===== src/rtl/fetch_pkg.sv =====
// Shared types and constants for the MIPS32 instruction-fetch stage.
package fetch_pkg;

  typedef enum logic [1:0] {
    REQ  = 2'd0,
    WAIT = 2'd1,
    HOLD = 2'd2
  } fetch_state_t;

  // sll $0,$0,0 doubles as the pipeline bubble.
  localparam logic [31:0] DEFAULT_NOP_INST = 32'h0000_0000;
  localparam logic [31:0] DEFAULT_RESET_PC = 32'h0000_0000;
  localparam logic [31:0] PC_STEP          = 32'd4;
  localparam logic [31:0] PC_ALIGN_MASK    = 32'hFFFF_FFFC;

  function automatic logic [31:0] word_align(input logic [31:0] addr);
    return addr & PC_ALIGN_MASK;
  endfunction

endpackage


===== src/rtl/fetch_stage.sv =====
// IF stage: owns the PC, runs one req/gnt/rvalid transaction at a time and
// hands at most one instruction per cycle to decode, with redirect and stall handling.
import fetch_pkg::*;

// state | meaning
// REQ   | imem_req_o high at pc_q, waiting for grant
// WAIT  | request granted, waiting for rvalid (kill_q drops the response)
// HOLD  | word fetched while decode stalled, parked in the hold buffer
module fetch_stage #(
  parameter logic [31:0] RESET_PC = DEFAULT_RESET_PC,
  parameter logic [31:0] NOP_INST = DEFAULT_NOP_INST
) (
  input  logic        clk,
  input  logic        rst,
  output logic        imem_req_o,
  output logic [31:0] imem_addr_o,
  input  logic        imem_gnt_i,
  input  logic        imem_rvalid_i,
  input  logic [31:0] imem_rdata_i,
  input  logic        stall_i,
  input  logic        redirect_valid_i,
  input  logic [31:0] redirect_pc_i,
  output logic [31:0] inst_o,
  output logic [31:0] pc_o,
  output logic        valid_o
);

  fetch_state_t state_q;
  logic [31:0]  pc_q;
  logic         kill_q;
  logic [31:0]  hold_word_q;
  logic         hold_full_q;
  logic [31:0]  redirect_target;
  logic [31:0]  pc_next_seq;

  assign redirect_target = word_align(redirect_pc_i);
  assign pc_next_seq     = pc_q + PC_STEP;

  // Request is a pure decode of the state; gated so it stays low during reset.
  assign imem_req_o  = (state_q == REQ) && !rst;
  assign imem_addr_o = pc_q;

  always_ff @(posedge clk) begin
    if (rst) begin
      state_q     <= REQ;
      pc_q        <= RESET_PC;
      kill_q      <= 1'b0;
      hold_word_q <= '0;
      hold_full_q <= 1'b0;
      inst_o      <= NOP_INST;
      pc_o        <= '0;
      valid_o     <= 1'b0;
    end else begin
      inst_o  <= NOP_INST;
      pc_o    <= '0;
      valid_o <= 1'b0;

      case (state_q)
        REQ: begin
          if (redirect_valid_i) begin
            pc_q <= redirect_target;
            if (imem_gnt_i) begin
              state_q <= WAIT;
              kill_q  <= 1'b1;
            end
          end else if (imem_gnt_i) begin
            state_q <= WAIT;
          end
        end

        WAIT: begin
          if (imem_rvalid_i) begin
            if (redirect_valid_i || kill_q) begin
              kill_q  <= 1'b0;
              state_q <= REQ;
              if (redirect_valid_i) begin
                pc_q <= redirect_target;
              end
            end else if (!stall_i) begin
              inst_o  <= imem_rdata_i;
              pc_o    <= pc_next_seq;
              valid_o <= 1'b1;
              pc_q    <= pc_next_seq;
              state_q <= REQ;
            end else begin
              hold_word_q <= imem_rdata_i;
              hold_full_q <= 1'b1;
              state_q     <= HOLD;
            end
          end else if (redirect_valid_i) begin
            kill_q <= 1'b1;
            pc_q   <= redirect_target;
          end
        end

        HOLD: begin
          if (redirect_valid_i) begin
            pc_q        <= redirect_target;
            hold_full_q <= 1'b0;
            state_q     <= REQ;
          end else if (!stall_i && hold_full_q) begin
            inst_o      <= hold_word_q;
            pc_o        <= pc_next_seq;
            valid_o     <= 1'b1;
            pc_q        <= pc_next_seq;
            hold_full_q <= 1'b0;
            state_q     <= REQ;
          end
        end

        default: begin
          state_q     <= REQ;
          kill_q      <= 1'b0;
          hold_full_q <= 1'b0;
        end
      endcase
    end
  end

  // A response outside WAIT means the memory broke the one-outstanding protocol.
  a_rvalid_only_in_wait: assert property (
    @(posedge clk) disable iff (rst) imem_rvalid_i |-> (state_q == WAIT)
  );

endmodule


===== config.mk =====
export PLATFORM = sky130hd
export DESIGN_NAME = fetch_stage
export DESIGN_NICKNAME = d
export VERILOG_FILES = /design/src/rtl/fetch_pkg.sv /design/src/rtl/fetch_stage.sv
export SDC_FILE = /design/constraint.sdc
export NUM_CORES = 1
export LEC_CHECK = 0
export ABC_AREA = 0
export ABC_CLOCK_PERIOD_IN_PS = 5350
export CAP_MARGIN = 30
export CORE_AREA = 2 2 134 136
export CTS_CLUSTER_DIAMETER = 150
export DETAILED_ROUTE_END_ITERATION = 8
export DIE_AREA = 0 0 136 138
export PLACE_DENSITY = 0.72
export SLEW_MARGIN = 20
export SYNTH_ARGS = -nofsm -noshare
export SYNTH_HDL_FRONTEND = slang
export SYNTH_SLANG_ARGS = --single-unit

===== constraint.sdc =====
create_clock -name clk -period 5.35 [get_ports clk]
set_input_delay 1.07 -clock clk [delete_from_list [all_inputs] [get_ports clk]]
set_output_delay 1.07 -clock clk [all_outputs]
set_load 0.05 [all_outputs]

==> flow_summary_export.csv <==
group,metric,value,unit
grt,grt_util_all_layers,20.7,%
die,initial_core_util,33.8,%
min_path,hold_class,"register to register",
logic_synthesis,synth_cell_types,60,
logic_synthesis,synth_top_cell_by_area,"dfxtp_1",
place,dpl-instance-area,7740,µm²
pwr,p_comb_share,16.3,%
timing,post-route-period-util,67.1,%
logic_synthesis,async_reset_ff_share,0,%
logic_synthesis,ys_warn_count,0,
timing,whs,0.454,ns
worst_setup_path,critPathLaunchType,"input pin",
logic_synthesis,synth_area,5930,µm²
worst_setup_path,critPathArrivalTime,3.93,ns
logic_synthesis,synth_ff_type,"dfxtp_1",
grt,antenna_found_initial,0,
routing,wl_per_cell,17.7,µm
clocking,hold_buffers,0,
clocking,cts.repair.resized,0,
place,port_buffers,165,
worst_setup_path,r2r_cells,8,
timing,min_period,3.59,ns
place,dp_slack,1.43,ns
clocking,clock_latency,0.43,ns
pwr,p_per_area,340,nW/µm²
place,place.gp.congestion,0.866,
timing,fin_skew,0.00977,ns
timing,slew_headroom,28.6,%
logic_synthesis,ys_seq_area_share,44.9,%
pwr,leakage,2.80,nW
grt,grt_pass1_wl,30600,µm
clocking,h-tree-depth,4,
worst_setup_path,end_kind,"register",
min_path,hold_depth,2,
clocking,cts.path.max_buffers,2,
final_layout,nNetsFinal,937,
timing,layout_setup_ws,1.76,ns
logic_synthesis,netlist_instances,722,
final_layout,diodes,0,
die,num_io_pins,168,
logic_synthesis,synth_edf_count,0,
clocking,cts_sinks,133,
worst_setup_path,worstReg2RegStart,"state_q[1]$_SDFFE_PP0P_",
clocking,clk_pin_slew,0.05,ns
timing,final-setup-viol-count,0,
logic_synthesis,ys_seq_elements,133,
die,rows,49,
clocking,cts_made_buffers,17,
clocking,cts_setup_buffers,0,
final_layout,fin_area,8390,µm²
pwr,p_switching,0.779,mW
pwr,intPower,2.08,mW
flow_run,drv_cap,0,
timing,slew_violations,0,
logic_synthesis,synth_top_area_share,44.9,%
pwr,clkPwrFrac,45.7,%
final_layout,drive_above_1_share,5.95,%
logic_synthesis,ys_top_cells_by_area,"dfxtp_1 (45%), nor2_1 (5.8%), nand2_1 (5.6%)",
logic_synthesis,syn_area_per_cell,8.21,µm²
grt,first_global_vias,5638,
pwr,power.share.switching,27.3,%
clocking,cts_root_buf,"clkbuf_16",
final_layout,final_cell_mix,"clkdlybuf4s50_1 (164), dfxtp_1 (133), nor2_1 (90)",
run_status,status,"complete, no violations",
routing,wirelength,19600,µm
routing,first_pass_iters,6,
grt,overflow,0,
place,dp_hpwl,13000,µm
grt,grt_max_degree,47,
die,die-area,18800,µm²
clocking,cts_tree,"built",
worst_setup_path,crit_required,5.69,ns
min_path,worstHoldEndpoint,"hold_word_q[17]$_SDFFE_PP0P_",
worst_setup_path,r2r_setup_slack,2.25,ns
timing,rsz0062_at_grt,"false",
pwr,irDropWorstVdd,0.234,mV
routing,viasPerCell,5.50,
die,fp.dieW,136,µm
timing,setup_tns,0,ns
routing,vias,6065,
routing,drt-initial-drc-count,682,
timing,tightest_slew,1.07,ns
timing,hold_viol_final,0,
worst_setup_path,crit_fanout,13,
final_layout,syn_to_final_growth,41.6,%
logic_synthesis,synth_nets,797,
final_layout,final_common_cell,"clkdlybuf4s50_1",
worst_setup_path,worstSetupPathType,"input pin to register",
routing,ant_nets,0,
worst_setup_path,r2r_end,"imem_addr_o[31]$_SDFFE_PP0P_",
pwr,total_power,2.86,mW
die,die_y,138,µm
routing,drc_errors,0,
min_path,hold_start,"hold_word_q[17]$_SDFFE_PP0P_",
pwr,pwr-share-seq,37.9,%
die,core-area,17500,µm²
timing,max_freq,0.279,GHz
-- cell families after synthesis --
kind of cell	Yosys count	share of synthesized area [%]
flip-flops	133	44.9
AND/OR/NAND/NOR	294	23.6
adder cells (fa/ha/maj)	5	1.06
XOR/XNOR	23	3.40
buffers and inverters	75	5.02
multiplexers	1	0.169
AO/OA/AOI/OAI	191	21.9
-- flip-flops by register name, indices dropped and copies added (netlist names) --
register / cells
hold_word_q: 32
imem_addr_o: 32
inst_o: 32
pc_o: 32
state_q: 2
hold_full_q: 1
kill_q: 1
valid_o: 1
-- metal layers --
layer / track usage (%) / up-vias / wire [µm]
met5: 0 / - / 0
met1: 27.3 / 2911 / 8440
met4: 8.66 / 0 / 476
met3: 4.80 / 37 / 1430
li1: - / 2860 / -
met2: 32.6 / 257 / 9210
-- worst max path at each step --
stage / startpoint / cells past startpoint / endpoint / slack (ns)
2_1_floorplan: rst / 2 / imem_req_o / 2.32
3_3_place_gp: imem_rvalid_i / 7 / imem_addr_o[26]$_SDFFE_PP0P_ / 1.43
3_5_place_dp: imem_rvalid_i / 7 / imem_addr_o[26]$_SDFFE_PP0P_ / 1.43
4_1_cts: imem_rvalid_i / 7 / imem_addr_o[26]$_SDFFE_PP0P_ / 1.82
5_1_grt: imem_rvalid_i / 7 / imem_addr_o[26]$_SDFFE_PP0P_ / 1.72
6_report: imem_rvalid_i / 7 / imem_addr_o[26]$_SDFFE_PP0P_ / 1.76
-- cell type report --
type,instances,area [µm²]
well taps,229,287
flip-flops and latches,133,2660
inverters,19,71.3
clock buffers,24,492
fillers,1720,9140
clock inverters,7,166
repair buffers,177,1740
multi-input cells,514,2980
-- cell usage after synthesis (6+ instances only) --
cell      count
nor3_1       18
nand4_1      11
nand3_1      16
buf_2         7
clkbuf_1     43
xnor2_1      17
xor2_1        6
dfxtp_1     133
nand2_1      88
inv_1        18
a211oi_1      6
nor2b_1       6
nor4_1       10
a311oi_1      6
a22oi_1      39
nor2_1       91
o21ai_0      14
and2_1        9
a31oi_1      12
a21oi_1      60
nand2b_1     13
and3_1       10
-- power by group through the flow --
stage          Clock, mW  Sequential, mW  Combinational (mW)
2_1_floorplan          0            1.16               0.217
3_3_place_gp           0            1.10               0.456
3_5_place_dp           0            1.10               0.458
4_1_cts             1.33            1.08               0.462
5_1_grt             1.37            1.09               0.496
6_report            1.31            1.08               0.467
-- worst max-delay path: stages --
cell	delay [ns]
clkdlybuf4s50_1	0.54
nor4bb_2	0.84
buf_4	0.30
nor2_1	0.24
or4_1	0.48
a211o_1	0.30
a21oi_1	0.15
-- stage by stage --
stage,utilization [%],std cells
2_1_floorplan,-,722
3_3_place_gp,44.1,1071
3_5_place_dp,44.1,1072
4_1_cts,47.9,1103
5_1_grt,47.9,1103
6_report,47.9,1103
Note: power is estimated with default switching activity, not from simulation.
